--- src/rtl/seq_alu.sv ---
// Sequential ALU with IDLE/BUSY/DONE handshake; MUL opcode present only when ALU_MUL_EN is defined.
// Latency: 1 edge for single-cycle ops, n+1 for shift-by-n, WIDTH+1 for MUL (accept edge counts as the first).
// Backpressure: result and flags hold in DONE until out_ready; in_ready only while IDLE and out of reset.
module seq_alu #(
    parameter int WIDTH = 8
) (
    input  logic             clk,
    input  logic             rst_n,
    input  logic             in_valid,
    output logic             in_ready,
    input  logic [WIDTH-1:0] A,
    input  logic [WIDTH-1:0] B,
    input  logic [3:0]       opcode,
    output logic             out_valid,
    input  logic             out_ready,
    output logic [WIDTH-1:0] Result,
    output logic             Carry,
    output logic             Zero,
    output logic             Negative,
    output logic             Overflow
);

    localparam int CNTW = $clog2(WIDTH);
`ifdef ALU_MUL_EN
    localparam int ACCW = 2 * WIDTH;
    localparam logic [3:0] OP_MUL = 4'b1010;
`else
    localparam int ACCW = WIDTH;
`endif

    localparam logic [3:0] OP_ADD   = 4'b0000;
    localparam logic [3:0] OP_SUB   = 4'b0001;
    localparam logic [3:0] OP_AND   = 4'b0010;
    localparam logic [3:0] OP_OR    = 4'b0011;
    localparam logic [3:0] OP_XOR   = 4'b0100;
    localparam logic [3:0] OP_NOR   = 4'b0101;
    localparam logic [3:0] OP_SHL1  = 4'b0110;
    localparam logic [3:0] OP_SHR1  = 4'b0111;
    localparam logic [3:0] OP_SHL_N = 4'b1000;
    localparam logic [3:0] OP_SHR_N = 4'b1001;

    typedef enum logic [1:0] {IDLE, BUSY, DONE} state_t;

    state_t             state, state_nxt;
    logic [ACCW-1:0]    acc, acc_nxt;
    logic [CNTW:0]      cnt, cnt_nxt;
    logic [3:0]         op_r, op_nxt;
`ifdef ALU_MUL_EN
    logic [WIDTH-1:0]   mcand, mcand_nxt;
    logic [WIDTH:0]     msum;
`endif
    logic               fin;
    logic [WIDTH-1:0]   res_nxt;
    logic               c_nxt, v_nxt;
    logic [WIDTH-1:0]   q_res;
    logic               q_c, q_v;
    logic [WIDTH:0]     ext;
    logic [CNTW-1:0]    n;
    logic               accept;

    assign in_ready  = (state == IDLE) && rst_n;
    assign out_valid = (state == DONE);
    assign accept    = in_valid && in_ready;
    assign n         = B[CNTW-1:0];

    // Single-cycle results; a zero-length shift passes A through with no carry.
    always_comb begin
        ext   = '0;
        q_res = '0;
        q_c   = 1'b0;
        q_v   = 1'b0;
        case (opcode)
            OP_ADD: begin
                ext   = {1'b0, A} + {1'b0, B};
                q_res = ext[WIDTH-1:0];
                q_c   = ext[WIDTH];
                q_v   = (A[WIDTH-1] == B[WIDTH-1]) && (ext[WIDTH-1] != A[WIDTH-1]);
            end
            OP_SUB: begin
                ext   = {1'b0, A} - {1'b0, B};
                q_res = ext[WIDTH-1:0];
                q_c   = ext[WIDTH];
                q_v   = (A[WIDTH-1] != B[WIDTH-1]) && (ext[WIDTH-1] != A[WIDTH-1]);
            end
            OP_AND:   q_res = A & B;
            OP_OR:    q_res = A | B;
            OP_XOR:   q_res = A ^ B;
            OP_NOR:   q_res = ~(A | B);
            OP_SHL1: begin
                q_res = {A[WIDTH-2:0], 1'b0};
                q_c   = A[WIDTH-1];
            end
            OP_SHR1: begin
                q_res = {1'b0, A[WIDTH-1:1]};
                q_c   = A[0];
            end
            OP_SHL_N, OP_SHR_N: q_res = A;
            default:  q_res = '0;
        endcase
    end

    always_comb begin
        state_nxt = state;
        acc_nxt   = acc;
        cnt_nxt   = cnt;
        op_nxt    = op_r;
`ifdef ALU_MUL_EN
        mcand_nxt = mcand;
        msum      = '0;
`endif
        fin       = 1'b0;
        res_nxt   = '0;
        c_nxt     = 1'b0;
        v_nxt     = 1'b0;
        case (state)
            IDLE: begin
                if (accept) begin
                    op_nxt = opcode;
                    if ((opcode == OP_SHL_N || opcode == OP_SHR_N) && n != '0) begin
                        acc_nxt   = ACCW'(A);
                        cnt_nxt   = {1'b0, n};
                        state_nxt = BUSY;
                    end
`ifdef ALU_MUL_EN
                    else if (opcode == OP_MUL) begin
                        acc_nxt   = ACCW'(B);
                        mcand_nxt = A;
                        cnt_nxt   = (CNTW+1)'(WIDTH);
                        state_nxt = BUSY;
                    end
`endif
                    else begin
                        fin       = 1'b1;
                        res_nxt   = q_res;
                        c_nxt     = q_c;
                        v_nxt     = q_v;
                        state_nxt = DONE;
                    end
                end
            end
            BUSY: begin
                cnt_nxt = cnt - 1'b1;
`ifdef ALU_MUL_EN
                // Shift-add: multiplier sits in the low half and drains out as the product fills in.
                if (op_r == OP_MUL) begin
                    msum    = {1'b0, acc[ACCW-1:WIDTH]} + (acc[0] ? {1'b0, mcand} : '0);
                    acc_nxt = {msum, acc[WIDTH-1:1]};
                    res_nxt = acc_nxt[WIDTH-1:0];
                    c_nxt   = |acc_nxt[ACCW-1:WIDTH];
                end else
`endif
                if (op_r == OP_SHL_N) begin
                    acc_nxt = ACCW'({acc[WIDTH-2:0], 1'b0});
                    res_nxt = acc_nxt[WIDTH-1:0];
                    c_nxt   = acc[WIDTH-1];
                end else begin
                    acc_nxt = ACCW'({1'b0, acc[WIDTH-1:1]});
                    res_nxt = acc_nxt[WIDTH-1:0];
                    c_nxt   = acc[0];
                end
                if (cnt == (CNTW+1)'(1)) begin
                    fin       = 1'b1;
                    state_nxt = DONE;
                end
            end
            DONE: begin
                if (out_ready) state_nxt = IDLE;
            end
            default: state_nxt = IDLE;
        endcase
    end

    always_ff @(posedge clk) begin
        if (!rst_n) state <= IDLE;
        else        state <= state_nxt;
    end

    always_ff @(posedge clk) begin
        if (!rst_n) begin
            acc      <= '0;
            cnt      <= '0;
            op_r     <= '0;
`ifdef ALU_MUL_EN
            mcand    <= '0;
`endif
            Result   <= '0;
            Carry    <= 1'b0;
            Zero     <= 1'b0;
            Negative <= 1'b0;
            Overflow <= 1'b0;
        end else begin
            acc   <= acc_nxt;
            cnt   <= cnt_nxt;
            op_r  <= op_nxt;
`ifdef ALU_MUL_EN
            mcand <= mcand_nxt;
`endif
            if (fin) begin
                Result   <= res_nxt;
                Carry    <= c_nxt;
                Zero     <= (res_nxt == '0);
                Negative <= res_nxt[WIDTH-1];
                Overflow <= v_nxt;
            end
        end
    end

endmodule

--- config.mk ---
export PLATFORM = sky130hd
export DESIGN_NAME = seq_alu
export DESIGN_NICKNAME = d
export VERILOG_FILES = /design/src/rtl/seq_alu.sv
export SDC_FILE = /design/constraint.sdc
export NUM_CORES = 1
export LEC_CHECK = 0
export ABC_AREA = 1
export ABC_CLOCK_PERIOD_IN_PS = 3700
export BUFFER_PORTS_ARGS = -buffer_cell sky130_fd_sc_hd__buf_2
export CAP_MARGIN = 20
export CORE_MARGIN = 8
export CORE_UTILIZATION = 30
export DETAILED_ROUTE_END_ITERATION = 8
export GPL_TIMING_DRIVEN = 0
export SLEW_MARGIN = 30
export SYNTH_ARGS = -nofsm -noshare
export SYNTH_HDL_FRONTEND = slang
export SYNTH_SLANG_ARGS = --single-unit
--- constraint.sdc ---
create_clock -name clk -period 3.7 [get_ports clk]
set_input_delay 0.37 -clock clk [delete_from_list [all_inputs] [get_ports clk]]
set_output_delay 0.37 -clock clk [all_outputs]
set_load 0.05 [all_outputs]
==> flow_metrics.tcl, run 1 <==
set metrics [dict create \
    outcome "completed" \
    cpLargestDelayFamily "adder cells" \
    cts_setup_buffers 0 \
    cts-buffers-inserted 5 \
    hold_end "state[1]$_SDFFE_PN0P_" \
    dieWidth_um 115.8 \
    path_max_fanout 4 \
    start_util 0.3072 \
    ys_ff_latch 29 \
    synthMostInstantiatedCell "nand2_1" \
    synth_edf_count 0 \
    fmax_ghz 0.4522 \
    antenna_found_initial 0 \
    vdd_drop_max_mv 0.1104 \
    timing.rr.start "state[1]$_SDFFE_PN0P_" \
    nets 585 \
    slew_viol_final 0 \
    clk_path_buf_depth 2 \
    syn_nets 542 \
    fin_crit_ps 2212 \
    slowest_delay_ps 420 \
    grt_max_degree 11 \
    tightestPinTransition_ps 491.2 \
    cts_tree "done" \
    gp_congestion 0.8872 \
    yosys.cell_types.count 36 \
    clock_sinks 29 \
    path_cells "buf_2 -> inv_1 -> ha_1 -> fa_1 -> xnor2_1 -> nor2_1 -> nor2_1 -> nand3_1 -> a21oi_1 -> nand2_1 -> nor3_2 -> nand3_1 -> a21oi_1" \
    placed_cells 659 \
    fin_skew_ps 3.309 \
    avgSynthCellArea_um2 6.100 \
    clock-root-buffer "clkbuf_8" \
    grt_pass1_vias 3160 \
    synth_largest_area_cell "dfxtp_1" \
    slew_headroom 0.6725 \
    row_count 36 \
    final_layout_size_suffix_gt1_frac 0.1388 \
    leakagePower_nw 1.763 \
    drt_iter0_drc 266 \
    start_kind "input pin" \
    crit_buf_inv 2 \
    layout.cells.non_filler 666 \
    min_path_cells 4 \
    htreeDepth 2 \
    finish.utilization 0.3517 \
    period_share 0.5977 \
    seq_area_frac_synth 0.1942 \
    grt_pass1_wl_um 15320 \
    synth_top_flop_cell "dfxtp_1" \
    holdWs_ps 355.8 \
    yosys_warnings 0 \
    worstHoldStart "out_ready" \
    path_class "input pin to register" \
    cp.required_ps 3910 \
    crit_path_top_delay_cell "fa_1" \
    hold_buffers 0 \
    end_kind "register" \
    clkTransAtPathRegs_ps 60 \
    grt_overflow 0 \
    rsz0062_at_grt "false" \
    netlist_top_cells_count "nand2_1 (116), inv_1 (76), nand3_1 (55), nor2_1 (37), o21ai_0 (33)" \
    dr.pass1.iters 6 \
    die_h_um 115.8 \
    dp_hpwl_um 7456 \
    syn_to_final_growth_pct 14.48 \
    drtAntennaViolNets 0 \
    final-hold-violation-count 0 \
    worst-endpoint-arrival_ps 2420 \
    post_cts_resized 0 \
    reg2reg_depth 12 \
    routed_wl_um 9275 \
    drc 0 \
    max_cap_viol_count 0 \
    fin_setup_tns_ps 0 \
    setup_violations 0 \
    viasPerCell 4.998 \
    dieArea_mm2 0.01341 \
    vias 3329 \
    cp.depth 13 \
    grt_usage 0.1418 \
    antenna_cells 0 \
    synthArstFlopShare 0 \
    synth.top_cell.area_share 0.1942 \
    synthTopCellsByArea "dfxtp_1 (19%), nand2_1 (15%), ha_1 (11%), inv_1 (9.5%), nand3_1 (9.2%)" \
    core_mm2 0.009729 \
    insertion_delay_ps 280 \
    register_area_um2 580.6 \
    reg2reg_slack_ps 1960 \
    fill_cells 1103 \
    r2r-end "Zero$_SDFFE_PN0P_" \
    syn_inst 490 \
    synth_area_mm2 0.002989 \
    hold_path.class "input pin to register" \
    io_buffers 36 \
    ios 38 \
    power_density_mw_per_mm2 271.3 \
    wl_per_cell_um 13.93 \
    multi_input_area_mm2 0.001989 \
]
per-stage QoR:
| step | total power [mW] | worst slack (ps) | cell area (um^2) |
|---|---|---|---|
| final | 0.9284 | 1489 | 3422 |
| after global routing | 0.9930 | 1306 | 3422 |
| after CTS | 0.9350 | 1513 | 3422 |
| after detailed placement | 0.6643 | 1234 | 3336 |
| after global placement | 0.6612 | 1237 | 3336 |
| after floorplan | 0.5736 | 1755 | 2989 |
worst register-to-register path, cell delays in order (launching register included):
cell	delay, ps
dfxtp_1	330
nor2_1	100
nand2_1	100
nor2_1	160
nand2_2	100
a21oi_2	320
nand2_1	130
nand2_1	110
nor2_1	50
nand2_1	70
nor3_2	50
nand3_1	60
a21oi_1	60
area by class of cell:
class | instances | area share
buffer | 17 | 0.03254
clock buffer | 7 | 0.02523
inverter | 82 | 0.08995
multi-input combinational | 362 | 0.5814
sequential | 29 | 0.1697
tap | 133 | 0.04863
timing repair buffer | 36 | 0.05265
cell families (layout without fill, tap and decap cells):
family                   after synthesis  after routing  share of synthesized area
AO/OA/AOI/OAI                         92             92                     0.1779
flip-flops                            29             29                     0.1942
AND/OR/NAND/NOR                      239            239                     0.3566
XOR/XNOR                               3              3                   0.008792
buffers and inverters                 99            142                     0.1402
adder cells (fa/ha/maj)               28             28                     0.1222
routing by layer:
layer | vias to the layer above | wire length (um) | track usage
li1 | 1678 | - | -
met1 | 1523 | 4352 | 0.1879
met2 | 112 | 4148 | 0.2320
met3 | 16 | 588 | 0.02345
met4 | 0 | 186 | 0.03717
met5 | - | 0 | 0
registers in the layout (all words and copies together), names as in the netlist:
register,cells
Carry,1
Overflow,1
Result,8
Zero,1
acc,8
cnt,4
op_r,4
state,2
how the worst max path moves through the flow:
| stage | start | slack, ps | end |
|---|---|---|---|
| 2_1_floorplan | A[0] | 1750 | Zero$_SDFFE_PN0P_ |
| 3_3_place_gp | A[0] | 1240 | Zero$_SDFFE_PN0P_ |
| 3_5_place_dp | A[0] | 1230 | Zero$_SDFFE_PN0P_ |
| 4_1_cts | A[0] | 1510 | Zero$_SDFFE_PN0P_ |
| 5_1_grt | A[3] | 1310 | Zero$_SDFFE_PN0P_ |
| 6_report | A[0] | 1490 | Zero$_SDFFE_PN0P_ |
cell usage in the layout, fill, tap and decap left out, drive strengths merged, types with 4 or more instances in the layout:
cell and n:
nand2 122, inv 81, nand3 55, buf 48
nor2 39, o21ai 37, dfxtp 29, a21oi 28
ha 26, clkbuf 12, nand4 10, nor3 8
a31oi 6, o211ai 6, o21bai 6, o31ai 4
power by group:
group          total (mW)  internal (mW)  leakage (nW)  switching, mW
clock               0.267          0.147        0.0443          0.120
combinational       0.324          0.101          1.48          0.223
sequential          0.338          0.330         0.237        0.00809
total               0.928          0.578          1.76          0.350
No activity file was read; power rests on OpenSTA's default activity.
==> run 2, diff against run 1 <==
- ABC_AREA: 1 -> 0
- ABC_CLOCK_PERIOD_IN_PS: 3700 -> 2100
- clock period: 3.7 -> 2.1 ns (I/O delays scaled with it)
==> run 2 against run 1 <==
The flow now finishes with violations (negative setup slack); sequential power grew 75%; synthesized cell count shrank 18%; via count shrank 2.4%; global-route usage grew 0.87 points; combinational power grew 120%; critical endpoint unchanged.
==> flow_metrics.tcl, run 2 <==
set metrics [dict create \
    reg2reg_depth 8 \
    path_cells "buf_12 -> ha_2 -> fa_2 -> a21oi_2 -> o21ai_2 -> a221o_1 -> a21oi_2 -> o2111a_1 -> nand4_1 -> o31ai_1" \
    hold_buffers 0 \
    hold_path.class "input pin to register" \
    grt_pass1_wl_um 16100 \
    cts_tree "done" \
    synth_adder_area_share 0.1206 \
    worst-endpoint-arrival_ps 2320 \
    power_density_mw_per_mm2 456.8 \
    insertion_delay_ps 280 \
    avgSynthCellArea_um2 7.535 \
    grt_pass1_vias 3096 \
    fin_setup_tns_ps -24.18 \
    clock_sinks 29 \
    clock-root-buffer "clkbuf_8" \
    synth_top_family_by_area "compound AO/OA/AOI/OAI gates" \
    drc 0 \
    synthMuxAreaShare 0.09128 \
    drtAntennaViolNets 0 \
    ios 38 \
    antenna_found_initial 0 \
    max_cap_viol_count 0 \
    start_util 0.3099 \
    wl_per_cell_um 17.47 \
    fin_ws_ps -24.18 \
    path_class "input pin to register" \
    slew_viol_final 0 \
    gp_congestion 0.9240 \
    ys_ff_latch 29 \
    leakagePower_nw 1.555 \
    setup_violations 1 \
    row_count 36 \
    timing.rr.start "op_r[0]$_SDFFE_PN0P_" \
    synthXorXnorAreaFrac 0.01157 \
    outcome "finished, violations left" \
    cpLargestDelayFamily "compound AO/OA/AOI/OAI gates" \
    holdWs_ps 198.0 \
    syn_nets 454 \
    r2r-end "Zero$_SDFFE_PN0P_" \
    rsz0062_at_grt "true" \
    worstHoldStart "B[0]" \
    drt_iter0_drc 291 \
    netlist_top_cells_count "nor2_1 (35), a21oi_1 (34), inv_1 (32), dfxtp_1 (29), nand2_1 (27)" \
    end_kind "register" \
    violations "negative setup slack" \
    synth.top_cell.area_share 0.1917 \
    seq_area_frac_synth 0.1917 \
    synth_largest_area_cell "dfxtp_1" \
    path_max_fanout 4 \
    vias 3248 \
    post-place-ws_ps -559.7 \
    viasPerCell 5.514 \
    cts-buffers-inserted 5 \
    crit_buf_inv 1 \
    grt_overflow 0 \
    dp_hpwl_um 7823 \
    slew_headroom 0.4286 \
    synthArstFlopShare 0 \
    worst_path_most_repeated_cell "a21oi_2" \
    dieWidth_um 116.5 \
    core_mm2 0.009774 \
    final_layout_size_suffix_gt1_frac 0.2917 \
    dr.pass1.iters 5 \
    nets 508 \
    top_regs "Result: 8 flops, acc: 8 flops" \
    slowest_delay_ps 360 \
    htreeDepth 2 \
    synth_top_flop_cell "dfxtp_1" \
    hold_end "cnt[0]$_SDFFE_PN0P_" \
    period_share 1.012 \
    grt_usage 0.1506 \
    yosys_warnings 0 \
    cp.required_ps 2290 \
    min_path_cells 3 \
    final-hold-violation-count 0 \
    io_buffers 36 \
    yosys.cell_types.count 66 \
    synthTopCellsByArea "dfxtp_1 (19%), ha_1 (11%), a21oi_1 (5.6%), mux2_2 (4.5%), nor2_1 (4.3%)" \
    clkTransAtPathRegs_ps 60 \
    die_h_um 116.5 \
    total_power_mw 1.771 \
    routed_wl_um 10290 \
    crit_path_top_delay_cell "fa_2" \
    tightestPinTransition_ps 850.0 \
    syn_to_final_growth_pct 28.01 \
    layout_common_cells "buf_2 (34), nor2_1 (34), a21oi_1 (30)" \
    fin_skew_ps 6.428 \
    layout.cells.non_filler 589 \
    placed_cells 571 \
    reg2reg_slack_ps 20 \
    fin_crit_ps 2124 \
    synth_area_mm2 0.003029 \
    clk_path_buf_depth 2 \
    start_kind "input pin" \
    fmax_ghz 0.4708 \
    synth_edf_count 0 \
    synth-simple-area-share 0.2387 \
    dieArea_mm2 0.01357 \
    syn_inst 402 \
    antenna_cells 0 \
    grt_max_degree 13 \
    synth_compound_area_frac 0.2635 \
    vdd_drop_max_mv 0.1979 \
    synthMostInstantiatedCell "nor2_1" \
]
[run 2: how the worst max path moves through the flow]
| stage | from | to | slack, ps | cells after the start |
|---|---|---|---|---|
| after floorplan | state[0]$_SDFFE_PN0P_ | acc[6]$_SDFFE_PN0P_ | 6 | 7 |
| after global placement | A[1] | Result[7]$_SDFFE_PN0P_ | -540 | 10 |
| after detailed placement | A[1] | Result[7]$_SDFFE_PN0P_ | -560 | 10 |
| after CTS | A[0] | Zero$_SDFFE_PN0P_ | -20 | 11 |
| after global routing | op_r[0]$_SDFFE_PN0P_ | Zero$_SDFFE_PN0P_ | -90 | 8 |
| final | A[0] | Zero$_SDFFE_PN0P_ | -20 | 10 |
[run 2: what timing repair did]
item                       in CTS  in global routing
pin swaps                      14                 18
gates cloned                    0                  1
setup buffers                   8                  3
gates resized for setup        39                 36
setup endpoints to repair       5                  7
[run 2: report_power, final]
part,total (mW),switching [mW],internal (mW)
clock network,0.467,0.207,0.259
registers,0.593,0.0174,0.576
logic,0.711,0.427,0.285
total,1.77,0.651,1.12
[run 2: worst min-delay path, stage by stage]
cell and delay (ps):
buf_8 90, a221oi_1 70, nor2_1 70
[run 2: logic make-up (layout without fill, tap and decap cells)]
family	after synthesis	in the layout
and+or+nand+nor	140	140
DFF	29	29
muxes	26	26
xor gates and xnor gates	4	4
buffers and inverters	58	112
AOI/OAI and AO/OA	117	117
adders and majority gates	28	28
[run 2: per-stage QoR]
step | utilization | cell area (um^2)
6_report | 0.3967 | 3877
5_1_grt | 0.3967 | 3877
4_1_cts | 0.3797 | 3711
3_5_place_dp | 0.3519 | 3440
3_3_place_gp | 0.3513 | 3433
2_1_floorplan | - | 3087
[run 2: routing by layer]
layer  wire length, um  global-route usage  up-vias
met2              4954              0.2508      111
met1              4660              0.1964     1544
met3               526             0.02430       13
met5                 0                   0        -
met4               150             0.03976        0
li1                  -                   -     1580
[run 2: area by class of cell]
class                   instances  area [um^2]
flip-flops and latches         29        581.8
well taps                     133        166.4
multi-input cells             315         2430
clock buffers                   7        86.33
fillers                      1037         5897
inverters                      32        127.6
repair buffers                 48        326.6
plain buffers                  25        158.9
==> run 3, diff against run 2 <==
--- a/config.mk
+++ b/config.mk
@@ -15,2 +15,3 @@
 export GPL_TIMING_DRIVEN = 0
+export PLACE_DENSITY_LB_ADDON = 0.08
 export SLEW_MARGIN = 30
==> constraint.sdc (replaced) <==
create_clock -name clk -period 2.1 [get_ports clk]
set_input_delay 0.42 -clock clk [delete_from_list [all_inputs] [get_ports clk]]
set_output_delay 0.42 -clock clk [all_outputs]
set_load 0.05 [all_outputs]
==> run 3 against run 2 <==
The run still ends with negative setup slack left; largest power group unchanged; largest cell class unchanged; total power increased by 3.1%; combinational power grew 6.9%; sequential power is essentially flat; setup slack got worse by 130 ps; fmax fell by 5.7%; critical endpoint unchanged; clock skew shrank 1.5 ps.
==> flow_metrics.tcl, run 3 (synthesis results as in run 2) <==
set metrics [dict create \
    end_kind "register" \
    grt_overflow 0 \
    combPwrFrac 0.416 \
    fin_crit_ps 2253 \
    top_regs "Result: 8 flops, acc: 8 flops" \
    wl_per_cell_um 18.06 \
    drc 0 \
    clock-root-buffer "clkbuf_8" \
    p_sw_frac 0.3741 \
    worst_path_most_repeated_cell "nor3_4" \
    mostFrequentLayoutCell "nor2_1" \
    ios 38 \
    tightestPinTransition_ps 891.5 \
    power_density_mw_per_mm2 455.8 \
    clk_path_buf_depth 2 \
    vias 3230 \
    outcome "finished, violations left" \
    max_cap_viol_count 0 \
    clock_sinks 29 \
    grt_pass1_vias 3191 \
    final-hold-violation-count 0 \
    syn_to_final_growth_pct 32.30 \
    fin_setup_tns_ps -474.6 \
    path_class "input pin to register" \
    antenna_cells 0 \
    finish.utilization 0.4100 \
    antenna_found_initial 0 \
    io_buffers 36 \
    drtAntennaViolNets 0 \
    grt_pass1_wl_um 17050 \
    placed_cell_area_mm2 0.003468 \
    row_count 36 \
    insertion_delay_ps 280 \
    start_util 0.3099 \
    layout_common_cells "nor2_1 (34), buf_2 (31), dfxtp_1 (29)" \
    drt_iter0_drc 149 \
    cpLargestDelayFamily "compound AO/OA/AOI/OAI gates" \
    viasPerCell 5.429 \
    path_cells "buf_12 -> inv_12 -> ha_4 -> fa_2 -> nor3_4 -> nor3_4 -> a221o_1 -> a21oi_2 -> o2111a_1 -> nand4_1 -> o31ai_1" \
    cts_tree "done" \
    fmax_ghz 0.4439 \
    core_mm2 0.009774 \
    htreeDepth 2 \
    nets 514 \
    clkTransAtPathRegs_ps 60 \
    leakagePower_nw 1.601 \
    fin_ws_ps -152.7 \
    dieArea_mm2 0.01357 \
    final_layout_size_suffix_gt1_frac 0.3182 \
    grt_max_degree 11 \
    worst-endpoint-arrival_ps 2450 \
    dr.pass1.iters 4 \
    internal-power_mw 1.143 \
    dp_hpwl_um 8273 \
    top_usage_layer "met2" \
    design_area_mm2 0.004008 \
    rsz0062_at_grt "true" \
    period_share 1.073 \
    p_seq_frac 0.324 \
    fin_skew_ps 4.891 \
    path_max_fanout 3 \
    use_met2 0.2539 \
    slew_viol_final 0 \
    cts-buffers-inserted 5 \
    hold_buffers 0 \
    die_h_um 116.5 \
    met1_usage 0.2250 \
    post-place-ws_ps -875.2 \
    grt_usage 0.1589 \
    start_kind "input pin" \
    cp.required_ps 2290 \
    switchingPower_mw 0.6832 \
    crit_buf_inv 2 \
    slew_headroom 0.4007 \
    dieWidth_um 116.5 \
    slowest_delay_ps 390 \
    violations "negative setup slack" \
    grt_use_met3 0.02017 \
    hold_path.class "input pin to register" \
    gp_congestion 0.8689 \
    crit_path_top_delay_cell "fa_2" \
    routed_wl_um 10750 \
    setup_violations 6 \
    p_clk_frac 0.259 \
    vdd_drop_max_mv 0.2353 \
]
==> run 3: changes by cell type in the layout (fill, tap and decap cells not counted), moves of 2 or more <==
| cell | delta |
|---|---|
| a21oi_1 | -3 |
| o311ai_1 | +2 |
| buf_4 | +11 |
| o311ai_0 | -2 |
| a211oi_1 | -2 |
| ha_4 | -2 |
| a21oi_4 | +2 |
| ha_2 | +2 |
| buf_2 | -3 |
==> run 3: layout make-up <==
cell class | instances | area, um^2
inverters | 32 | 136.4
fillers | 1038 | 5767
multi-input cells | 315 | 2491
well taps | 133 | 166.4
flip-flops and latches | 29 | 580.6
plain buffers | 26 | 178.9
repair buffers | 53 | 367.9
clock buffers | 7 | 86.33
==> run 3: what timing repair did <==
| item | 4_1_cts | 5_1_grt |
|---|---|---|
| buffers inserted | 10 | 7 |
| pin swaps | 22 | 15 |
| setup endpoints to repair | 11 | 14 |
| gates resized for setup | 57 | 37 |
| endpoints found under the hold margin | 0 | 0 |
==> run 3: power by group through the flow <==
stage	Sequential [mW]	Clock, mW	Combinational, mW
after floorplan	0.646	0	0.386
after global placement	0.604	0	0.619
after detailed placement	0.604	0	0.615
after CTS	0.592	0.477	0.701
after global routing	0.595	0.502	0.818
final	0.592	0.474	0.760
==> run 3: tightest hold or removal path: cells and delay by family <==
| kind | cells | cell delay (ps) |
|---|---|---|
| buffers and inverters | 1 | 100 |
| and+or+nand+nor | 1 | 90 |
| AOI/OAI and AO/OA | 1 | 70 |
==> run 3: final timing paths <==
kind	cells past startpoint	from	endpoint	slack, ps
worst max register to register	7	op_r[0]$_SDFFE_PN0P_	Zero$_SDFFE_PN0P_	-50
worst min-delay path	3	B[0]	cnt[0]$_SDFFE_PN0P_	440
worst max-delay path	11	A[0]	Zero$_SDFFE_PN0P_	-150
worst min register to register	2	Overflow$_SDFFE_PN0P_	Overflow$_SDFFE_PN0P_	450
==> run 3: stage by stage <==
stage,instances,power [mW],hold slack (ps)
2_1_floorplan,402,1.032,429.3
3_3_place_gp,571,1.223,447.1
3_5_place_dp,571,1.220,451.9
4_1_cts,588,1.770,430.4
5_1_grt,595,1.915,473.2
6_report,595,1.826,437.1
==> run 3: layer usage <==
| layer | wire length [um] | share of wire | vias to the layer above |
|---|---|---|---|
| met5 | 0 | 0 | - |
| met4 | 40 | 0.0037 | 0 |
| met3 | 457 | 0.043 | 4 |
| met2 | 4989 | 0.46 | 81 |
| met1 | 5258 | 0.49 | 1552 |
| li1 | - | - | 1593 |
